File: src/rtl/exp_result_fifo.sv
// Result buffer behind the pipelined x^8 stage: absorbs a non-stallable result stream and
// re-presents it first-word-fall-through over ready/valid. Optional drop counter: EXP_FIFO_STATS_EN.
module exp_result_fifo #(
  parameter int DATA_W    = 64,
  parameter int DEPTH     = 8,
  parameter int IN_FLIGHT = 3
) (
  input  logic                     clk,
  input  logic                     rst_n,
  input  logic                     i_valid,
  input  logic [DATA_W-1:0]        i_data,
  output logic                     o_afull,
  output logic                     o_ovf,
  input  logic                     i_clr_ovf,
  output logic                     o_valid,
  output logic [DATA_W-1:0]        o_data,
  input  logic                     i_ready,
  output logic [$clog2(DEPTH):0]   o_count
`ifdef EXP_FIFO_STATS_EN
  ,output logic [15:0]             o_drop_cnt
`endif
);

  localparam int AW = $clog2(DEPTH);
  localparam int PW = AW + 1;
  localparam logic [PW-1:0] AFULL_TH = PW'(DEPTH - IN_FLIGHT);

  logic [DATA_W-1:0] r_mem [DEPTH];
  logic [PW-1:0]     r_wr_ptr;
  logic [PW-1:0]     r_rd_ptr;
  logic [PW-1:0]     r_count;
  logic              r_ovf;

  logic w_empty;
  logic w_full;
  logic w_rd_fire;
  logic w_wr_en;
  logic w_drop;

  assign w_empty   = (r_wr_ptr == r_rd_ptr);
  assign w_full    = (r_wr_ptr[AW-1:0] == r_rd_ptr[AW-1:0]) && (r_wr_ptr[AW] != r_rd_ptr[AW]);
  assign w_rd_fire = !w_empty && i_ready;
  // A read on the same edge frees the slot, so a full buffer can still accept a write.
  assign w_wr_en   = i_valid && (!w_full || w_rd_fire);
  assign w_drop    = i_valid && w_full && !w_rd_fire;

  // Storage is deliberately left out of reset; stale words are masked by the pointers.
  always_ff @(posedge clk) begin
    if (w_wr_en) begin
      r_mem[r_wr_ptr[AW-1:0]] <= i_data;
    end
  end

  always_ff @(posedge clk or negedge rst_n) begin
    if (!rst_n) begin
      r_wr_ptr <= '0;
      r_rd_ptr <= '0;
      r_count  <= '0;
      r_ovf    <= 1'b0;
    end else begin
      if (w_wr_en) begin
        r_wr_ptr <= r_wr_ptr + PW'(1);
      end
      if (w_rd_fire) begin
        r_rd_ptr <= r_rd_ptr + PW'(1);
      end
      case ({w_wr_en, w_rd_fire})
        2'b10:   r_count <= r_count + PW'(1);
        2'b01:   r_count <= r_count - PW'(1);
        default: r_count <= r_count;
      endcase
      if (w_drop) begin
        r_ovf <= 1'b1;
      end else if (i_clr_ovf) begin
        r_ovf <= 1'b0;
      end
    end
  end

`ifdef EXP_FIFO_STATS_EN
  logic [15:0] r_drop_cnt;

  always_ff @(posedge clk or negedge rst_n) begin
    if (!rst_n) begin
      r_drop_cnt <= '0;
    end else if (w_drop) begin
      if (i_clr_ovf) begin
        r_drop_cnt <= 16'd1;
      end else if (r_drop_cnt != 16'hFFFF) begin
        r_drop_cnt <= r_drop_cnt + 16'd1;
      end
    end else if (i_clr_ovf) begin
      r_drop_cnt <= '0;
    end
  end

  assign o_drop_cnt = r_drop_cnt;
`endif

  assign o_valid = !w_empty;
  assign o_data  = w_empty ? '0 : r_mem[r_rd_ptr[AW-1:0]];
  assign o_count = r_count;
  assign o_afull = (r_count >= AFULL_TH);
  assign o_ovf   = r_ovf;

endmodule

File: config.mk
export PLATFORM = sky130hd
export DESIGN_NAME = exp_result_fifo
export DESIGN_NICKNAME = d
export VERILOG_FILES = /design/src/rtl/exp_result_fifo.sv
export SDC_FILE = /design/constraint.sdc
export NUM_CORES = 1
export LEC_CHECK = 0
export BUFFER_PORTS_ARGS = -buffer_cell sky130_fd_sc_hd__buf_4
export CAP_MARGIN = 20
export CORE_MARGIN = 3
export CORE_UTILIZATION = 60
export CTS_BUF_LIST = sky130_fd_sc_hd__clkbuf_8 sky130_fd_sc_hd__clkbuf_16
export DETAILED_ROUTE_END_ITERATION = 8
export GPL_TIMING_DRIVEN = 0
export PLACE_DENSITY = 0.79
export SLEW_MARGIN = 20
export SYNTH_ARGS = -nofsm -noshare
export SYNTH_HDL_FRONTEND = slang
export SYNTH_SLANG_ARGS = --single-unit
File: constraint.sdc
create_clock -name clk -period 15.2 [get_ports clk]
set_input_delay 3.04 -clock clk [delete_from_list [all_inputs] [get_ports clk]]
set_output_delay 3.04 -clock clk [all_outputs]
set_load 0.01 [all_outputs]
# ---- Word-level counts from Yosys, hierarchy flattened
# Memories as Yosys holds them, arrays and structs flattened.
# Cells that the tools add are included.
dict set report classes {
  order_cmp 1
  eq_ne 5
  n_addsub 4
  muxes 6
  reduce_logical 11
}
# operator n
set ops {}
lappend ops {{64-bit two-way mux} 1}
lappend ops {{4-bit by 1-bit adder with 4-bit output, second input constant} 3}
lappend ops {{4-bit one-hot mux with 2 select lines} 1}
lappend ops {{1-bit logical AND} 5}
lappend ops {{4-bit equality test} 1}
lappend ops {{4-bit by 3-bit >= comparator with 1-bit output, second input constant} 1}
lappend ops {{1-bit two-way mux} 4}
lappend ops {{2-bit nonzero test} 2}
lappend ops {{4-bit by 1-bit subtractor with 4-bit output, second input constant} 1}
lappend ops {{3-bit equality test} 1}
lappend ops {{1-bit zero test} 3}
lappend ops {{2-bit by 1-bit equality test with 1-bit output, second input constant} 1}
lappend ops {{2-bit equality test, second input constant} 1}
lappend ops {{1-bit logical OR} 1}
lappend ops {{1-bit inequality test} 1}
dict set report totals {
  mem_bits_rw 512
  n_memories 1
  wordCells 32
  regBits 13
  in_bits 69
  output_inout_bits 71
}
# memory words width rd rd_clocked_by_memory_dff wr line_no
set mem_list {}
lappend mem_list {r_mem 8 64 1 0 1 28} ;# logic [DATA_W-1:0] r_mem [DEPTH];

# ---- Longest topological paths before layout
# Gate-level depths: netlist of the first run.
dict set report logic_depth {
  depth_word 7
  mapped_depth 9
  depth_no_buf 8
}

# ---- Least setup slack after synthesis of the first run
# Ideal clock, no wire load.
dict set report synth_path {
  path_type {input-to-reg}
  start {input port i_valid}
  end {memory r_mem[0][0], enable pin}
  arrival_ns 9.587
  setup_time_ns 0.644
  slack_ns 4.969
  stages 3
  n_path_buf 1
  required_time_ns 14.556
  path_cell_list {clkbuf_1 o31ai_2 nor4_1}
}
dict set report synth_via {
  elab_chain_cells 3
}
# item line_no
set synth_lines {}
lappend synth_lines {{start, declared} 10} ;# input logic i_valid,
lappend synth_lines {{1-bit logical AND} 44} ;# assign w_wr_en = i_valid && (!w_full || w_rd_fire);
lappend synth_lines {{1-bit two-way mux} 49} ;# if (w_wr_en) begin
lappend synth_lines {{1-bit two-way mux (not written as such)} 50} ;# r_mem[r_wr_ptr[AW-1:0]] <= i_data;
lappend synth_lines {{end, declared} 28}
# No other way between the ends.

# ---- Worst setup path after layout of the first run
dict set report layout_path {
  start {register r_rd_ptr[1]}
  end {output port o_data[3]}
}
dict set report layout_via {
  elab_chain_cells 2
  elab_cells_between_ends 3
  cone_classes {eq/ne (1); mux (1); memory (1)}
}
# item line_no
set layout_lines {}
lappend layout_lines {{start, declared} 30} ;# logic [PW-1:0] r_rd_ptr;
lappend layout_lines {{start signal, assigned} 65} ;# r_rd_ptr <= r_rd_ptr + PW'(1);
lappend layout_lines {{memory read 8 x 64 bit or 4-bit equality test (tied branches)} -}
lappend layout_lines {{64-bit two-way mux (*)} 101} ;# assign o_data = w_empty ? '0 : r_mem[r_rd_ptr[AW-1:0]];
lappend layout_lines {{end, declared} 16} ;# output logic [DATA_W-1:0] o_data,
# Mark *: on every way between the ends. The rest lies on a longest branch, timed or not.

==> results by group, run 1 <==
STA
  • Slew @ Worst Pin: 0.902 ns
  • Tcrit/Tclk final: 39.7%
  • Relative slew slack: 39.9%
  • Final slew viol count: 0
  • Final worst hold slack: 0.509 ns
  • Hold violation total from the final report: 0
  • Setup repair after global routing missed its margin: no
  • Peak Freq: 0.166 GHz
  • Post-Route Skew: 0.0102 ns
  • Shortest period the worst path allows: 6.03 ns
  • Setup violation total in the final timing report: 0

Yosys
  • FF+latch count, synth: 525
  • Yosys Warn Count: 0
  • Syn Std Cell Area: 0.0202 mm2
  • Largest cells by area after synthesis: edfxtp_1, mux4_2, mux2i_1
  • Leading cell type by number of instances after synthesis: edfxtp_1
  • Post-synthesis cell type with the largest combined area: edfxtp_1
  • Ys flop type: edfxtp_1
  • Proportion of synthesized chip area in sequential cells: 77.6%
  • List of most frequent post-synthesis cells: edfxtp_1, mux4_2, nor2_1
  • Number of synthesized flops with an enable pin: 512
  • Average cell area after synthesis: 22.4 um2
  • Synth top area share: 76.0%
  • Instance count of the mapped netlist: 903
  • Yosys cell types: 36
  • Net count after synthesis: 975
  • Fraction of registers with async set/reset: 2.48%

Place
  • Post-place instance area: 0.0224 mm2
  • HPWL after detailed placement: 26.4 mm
  • PortBufs: 138
  • Placer's final routability congestion estimate: 0.699

Critical path
  • Worst reg2reg path depth: 10
  • Timing startpoint of the critical path: r_rd_ptr[1]
  • CP endpoint: o_data[3]
  • Kind of start point of the critical path: register
  • Largest fanout on the critical path: 10
  • Worst flop-to-flop path startpoint: r_wr_ptr[1]
  • Critical path arrival: 2.99 ns
  • Capture point of the worst reg-to-reg path: r_mem[2][29]
  • Register-to-Register Setup Slack: 12.11 ns
  • Critical path class: register to primary output
  • Critical path required time: 12.16 ns
  • Nature of the critical path endpoint: primary output

Detailed routing
  • Routed WL per cell: 25.5 um
  • Router iterations before antenna repair: 5
  • Routed via count: 9,928
  • Drt total wl: 41.6 mm
  • Detailed-route vias per instance: 6.08
  • Number of nets with antenna violations after detailed routing: 0
  • DRC Markers: 0
  • Iteration-0 DRC count of the detailed router: 887

Global routing
  • Wire length of the first global-routing pass: 63.0 mm
  • Total track usage: 23.5%
  • Pin count of the biggest net entering global routing: 47
  • Total congestion overflow: 0
  • Number of global-route vias before repair: 10,300
  • Antenna violations before repair: 3

Power and ir drop
  • Comb power frac: 36.4%
  • Clock network fraction of total power: 25.0%
  • Total net switching power: 1.50 mW
  • Net switching fraction of the power: 30.7%
  • IR drop worst, VDD: 0.110 mV
  • Pwr Density: 203 mW/mm2
  • Leakage dissipation: 8.35 nW
  • Portion of total power attributed to sequential cells: 38.5%
  • Cell Int Power: 3.39 mW

Clock tree
  • Cts bufs inserted: 50
  • Clock tree sinks: 525
  • Clock root buffer: clkbuf_16
  • Clock tree from TritonCTS: done
  • Clock input transition at the sequential cells of the worst setup and hold paths: 0.06 ns
  • Total of cells resized after clock tree synthesis: 0
  • Number of buffers inserted by hold repair at cts: 0
  • Clock latency of the later-clocked register in the worst-skew pair: 0.55 ns
  • Maximum number of buffers from clock root to sink: 3
  • Number of buffers inserted to repair setup after CTS: 0
  • H-tree depth reported by CTS: 2

Min path
  • Class of the tightest hold or removal check: register to register
  • Hold path cells: 1

Die
  • Core area: 0.0329 mm2
  • FP Rows: 66
  • Vertical extent of the die: 190 um
  • Number of I/O pins: 140
  • Starting density of the core: 61.6%
  • Die ar.: 0.0360 mm2
  • Horizontal extent of the die: 190 um

Cells and area
  • Fraction of final layout cells sized beyond drive strength 1: 36.6%
  • Area Overhead vs Synth: 18.9%
  • Fill cells: 1,876
  • Final-stage net count: 1,223
  • Total non-filler cell area in the finished layout: 0.0241 mm2

Run status
  • Result of the run: finished, final reports clean

Flow run
  • Number of violations of the max-capacitance limit: 0
## through the flow
step / std cells / util, % / setup slack [ns] / TNS (ns) / total power [mW]
floorplan: 903 / - / 4.97 / 0 / 2.99
global placement: 1483 / 66.4 / -1.33 / -84.92 / 3.64
detailed placement: 1541 / 68.2 / 9.43 / 0 / 3.70
CTS: 1632 / 73.2 / 9.17 / 0 / 4.93
global route: 1634 / 73.2 / 9.10 / 0 / 5.11
finish: 1634 / 73.2 / 9.17 / 0 / 4.89
## worst min-delay path by stage
stage                           start           to
after floorplan           r_rd_ptr[3]  r_rd_ptr[3]
after global placement     o_count[3]   o_count[3]
after detailed placement   o_count[3]   o_count[3]
after CTS                  o_count[3]   o_count[3]
after global routing       o_count[3]   o_count[3]
final                      o_count[3]   o_count[3]
## state kept, by name, summed over array words and instances, names as in the netlist
| name | cells |
|---|---|
| r_rd_ptr | 4 |
| o_count | 4 |
| r_wr_ptr | 4 |
| o_ovf | 1 |
| r_mem | 512 |
## final cells by class
class	count	area, um2	share of cell area [%]
Sequential cell	525	15700	65.2
Buffer	51	255	1.06
Clock buffer	51	1280	5.30
Tap cell	442	553	2.30
Clock inverter	40	357	1.48
Multi-Input combinational cell	324	4310	17.9
Inverter	3	13.8	0.0572
Timing Repair Buffer	196	1600	6.64
Antenna cell	2	5.00	0.0208
## cells by family (layout without fill, tap and decap cells)
| group | after synthesis | after routing | share of synthesized area, % |
|---|---|---|---|
| DFF | 525 | 525 | 77.6 |
| other | 0 | 2 | 0 |
| xor gates and xnor gates | 18 | 18 | 0.779 |
| and+or+nand+nor | 95 | 95 | 2.05 |
| buffers and inverters | 54 | 341 | 1.32 |
| adders and majority gates | 3 | 3 | 0.186 |
| AOI/OAI and AO/OA | 13 | 13 | 0.501 |
| muxes | 195 | 195 | 17.6 |
## critical path, cell delays in order, from the launching register on
cell and delay, ns:
dfrtp_1 0.34, buf_2 0.22, buf_2 0.33, buf_1 0.58, mux4_2 0.41, mux2i_1 0.31, nor2_1 0.08, buf_4 0.16
## layout by cell type (no fill, tap or decap), drive strengths merged, types with 2 or more instances in the layout
master	netlist	routed
o31ai	2	2
nand3	4	4
nand2b	3	3
clkbuf	10	61
inv	3	14
nor2b	2	2
nor2	67	67
diode	0	2
o21ai	2	2
mux2i	66	66
a32oi	2	2
nor3	8	8
ha	3	3
dfrtp	13	13
xor2	6	6
clkinv	0	20
buf	41	237
a31oi	2	2
clkinvlp	0	2
nand2	7	7
xnor2	12	12
mux4	128	128
nor4	2	2
bufinv	0	7
edfxtp	512	512
## power by group through the flow
stage / registers, mW / clock network, mW / logic, mW
floorplan: 1.92 / 0 / 1.07
global placement: 1.96 / 0 / 1.69
detailed placement: 1.91 / 0 / 1.79
CTS: 1.88 / 1.24 / 1.81
global route: 1.90 / 1.30 / 1.92
finish: 1.88 / 1.22 / 1.78
## per-layer routing
| layer | GRT usage (%) | wire, um | vias up |
|---|---|---|---|
| met5 | 0 | 15 | - |
| met4 | 5.60 | 739 | 2 |
| met3 | 4.07 | 2900 | 60 |
| met2 | 38.9 | 21200 | 397 |
| met1 | 33.8 | 16800 | 5230 |
| li1 | - | - | 4239 |
(Power assumes the default switching activity.)
==> inputs of run 2 (changes only) <==
==> constraint.sdc (replaced) <==
create_clock -name clk -period 5.78 [get_ports clk]
set_input_delay 1.156 -clock clk [delete_from_list [all_inputs] [get_ports clk]]
set_output_delay 1.156 -clock clk [all_outputs]
set_load 0.01 [all_outputs]
==> run 2 against run 1 <==
  * Register-to-register slack worse by 9.2 ns
  * Clock-buffer cell count is 4 higher
  * Critical path type unchanged
  * Routed wire length is 2.1% higher
  * Flip-flop and latch count stayed put
  * Die area stayed put
  * Worst setup slack worse by 7.6 ns
  * Global-route usage is 0.55 points higher
  * Clock power grew to 2.5 times the previous value
==> results by group, run 2 (synthesis gave the netlist of run 1 again) <==
STA
  • Final WS setup: 1.62 ns
  • Relative slew slack: 39.7%
  • Post-Route Skew: 0.0138 ns
  • Setup violation total in the final timing report: 0
  • Tcrit/Tclk final: 72.0%
  • Peak Freq: 0.240 GHz
  • Setup repair after global routing missed its margin: no
  • Hold violation total from the final report: 0
  • Final slew viol count: 0
  • Shortest period the worst path allows: 4.16 ns
  • Slew @ Worst Pin: 0.905 ns

Power and ir drop
  • Leakage dissipation: 8.30 nW
  • IR drop worst, VDD: 0.339 mV
  • Pwr Density: 532 mW/mm2

Place
  • PortBufs: 138
  • Post-place instance area: 0.0224 mm2
  • HPWL after detailed placement: 27.0 mm
  • Placer's final routability congestion estimate: 0.723
  • DP Worst Slack: 2.23 ns
  • Post-Place Cells: 1,530

Detailed routing
  • Routed WL per cell: 26.1 um
  • Iteration-0 DRC count of the detailed router: 891
  • DRC Markers: 0
  • Routed via count: 9,874
  • Drt total wl: 42.5 mm
  • Number of nets with antenna violations after detailed routing: 0
  • Detailed-route vias per instance: 6.07
  • Router iterations before antenna repair: 5

Die
  • Starting density of the core: 61.6%
  • Horizontal extent of the die: 190 um
  • Die ar.: 0.0360 mm2
  • Core area: 0.0329 mm2
  • Vertical extent of the die: 190 um
  • FP Rows: 66
  • Number of I/O pins: 140

Critical path
  • Critical path's slowest cell: buf_1
  • Cell Chain, Critical Path: buf_2 > buf_2 > buf_1 > mux4_2 > mux2i_1 > nor2_1 > buf_4
  • Family with the most delay on the worst path: buffers and inverters
  • Timing startpoint of the critical path: r_rd_ptr[1]
  • Nature of the critical path endpoint: primary output
  • Worst flop-to-flop path startpoint: r_wr_ptr[2]
  • Critical path required time: 4.62 ns
  • Critical path arrival: 3.00 ns
  • Max incr delay on CP: 0.66 ns
  • Kind of start point of the critical path: register
  • Largest fanout on the critical path: 10
  • Cell seen most often among critical-path stages: buf_2
  • Bufs and invs on worst path: 4
  • Critical path class: register to primary output

Cells and area
  • Most frequent standard cell in the layout excluding fill and tap cells: edfxtp_1
  • Commonest non-fill, non-tap cells in the layout: edfxtp_1, buf_4, mux4_2
  • Max reg flops: 512
  • Total non-filler cell area in the finished layout: 0.0240 mm2
  • Non-filler instance count after layout: 1,626
  • Final-stage net count: 1,212
  • Share of the core filled with cells: 73.0%
  • Fraction of final layout cells sized beyond drive strength 1: 36.5%
  • Area Overhead vs Synth: 18.6%

Clock tree
  • Clock latency of the later-clocked register in the worst-skew pair: 0.56 ns
  • Maximum number of buffers from clock root to sink: 3
  • H-tree depth reported by CTS: 2
  • Number of buffers inserted to repair setup after CTS: 0
  • Cts bufs inserted: 50
  • Clock root buffer: clkbuf_16
  • Clock tree sinks: 525
  • Clock tree from TritonCTS: done
  • Clock input transition at the sequential cells of the worst setup and hold paths: 0.06 ns
  • Total of cells resized after clock tree synthesis: 0
  • Number of buffers inserted by hold repair at cts: 0

Global routing
  • Wire length of the first global-routing pass: 63.9 mm
  • Total track usage: 24.1%
  • Number of global-route vias before repair: 10,200
  • Pin count of the biggest net entering global routing: 40
  • Antenna violations before repair: 3
  • Total congestion overflow: 0

Flow run
  • Number of violations of the max-capacitance limit: 0

Run status
  • Result of the run: finished, final reports clean

Min path
  • Class of the tightest hold or removal check: input port to async pin
==> run 2: cell count changes in the layout (fill, tap and decap cells not counted), moves of 4 or more <==
cell / change
buf_2: -11
clkinv_2: +9
buf_4: -5
clkinv_1: -6
buf_8: +4
bufinv_16: -5
==> run 2: power by group <==
| group | switching (mW) | internal, mW | leakage (nW) |
|---|---|---|---|
| clock | 1.33 | 1.77 | 0.845 |
| sequential | 0.148 | 4.80 | 4.81 |
| combinational | 2.52 | 2.20 | 2.65 |
==> run 2: final timing paths <==
kind / endpoint / depth (start not counted) / slack, ns
hold reg to reg: o_count[3] / 1 / 0.49
hold / removal: r_wr_ptr[3] / 1 / 0.44
max in group asynchronous: r_rd_ptr[2] / 1 / 5.17
setup / recovery: o_data[45] / 7 / 1.62
min in group clk: o_count[3] / 1 / 0.49
setup reg to reg: r_mem[3][36] / 8 / 2.90
==> run 2: final cells by class <==
| type | instances | area, um2 |
|---|---|---|
| plain buffers | 51 | 255 |
| clock buffers | 55 | 1350 |
| clock inverters | 39 | 225 |
| fillers | 1925 | 8880 |
| well taps | 442 | 553 |
| multi-input cells | 324 | 4320 |
| repair buffers | 185 | 1560 |
| diodes | 2 | 5.00 |
| flip-flops and latches | 525 | 15700 |
| inverters | 3 | 13.8 |
==> run 2: metal layers <==
layer	track usage (%)	share of wire [%]	vias to the layer above	routed length (um)
li1	-	-	4216	-
met2	39.3	50	453	21300
met3	4.48	8.0	82	3410
met1	34.0	39	5121	16700
met4	7.59	2.4	2	1030
met5	0	0.031	-	13
==> run 2: stage by stage <==
stage	power (mW)	TNS (ns)	hold WS, ns
detailed placement	9.76	0	0.486
CTS	12.9	0	0.431
global route	13.3	0	0.432
finish	12.8	0	0.441
global placement	9.57	-1619.99	0.483
floorplan	7.85	-164.44	0.498
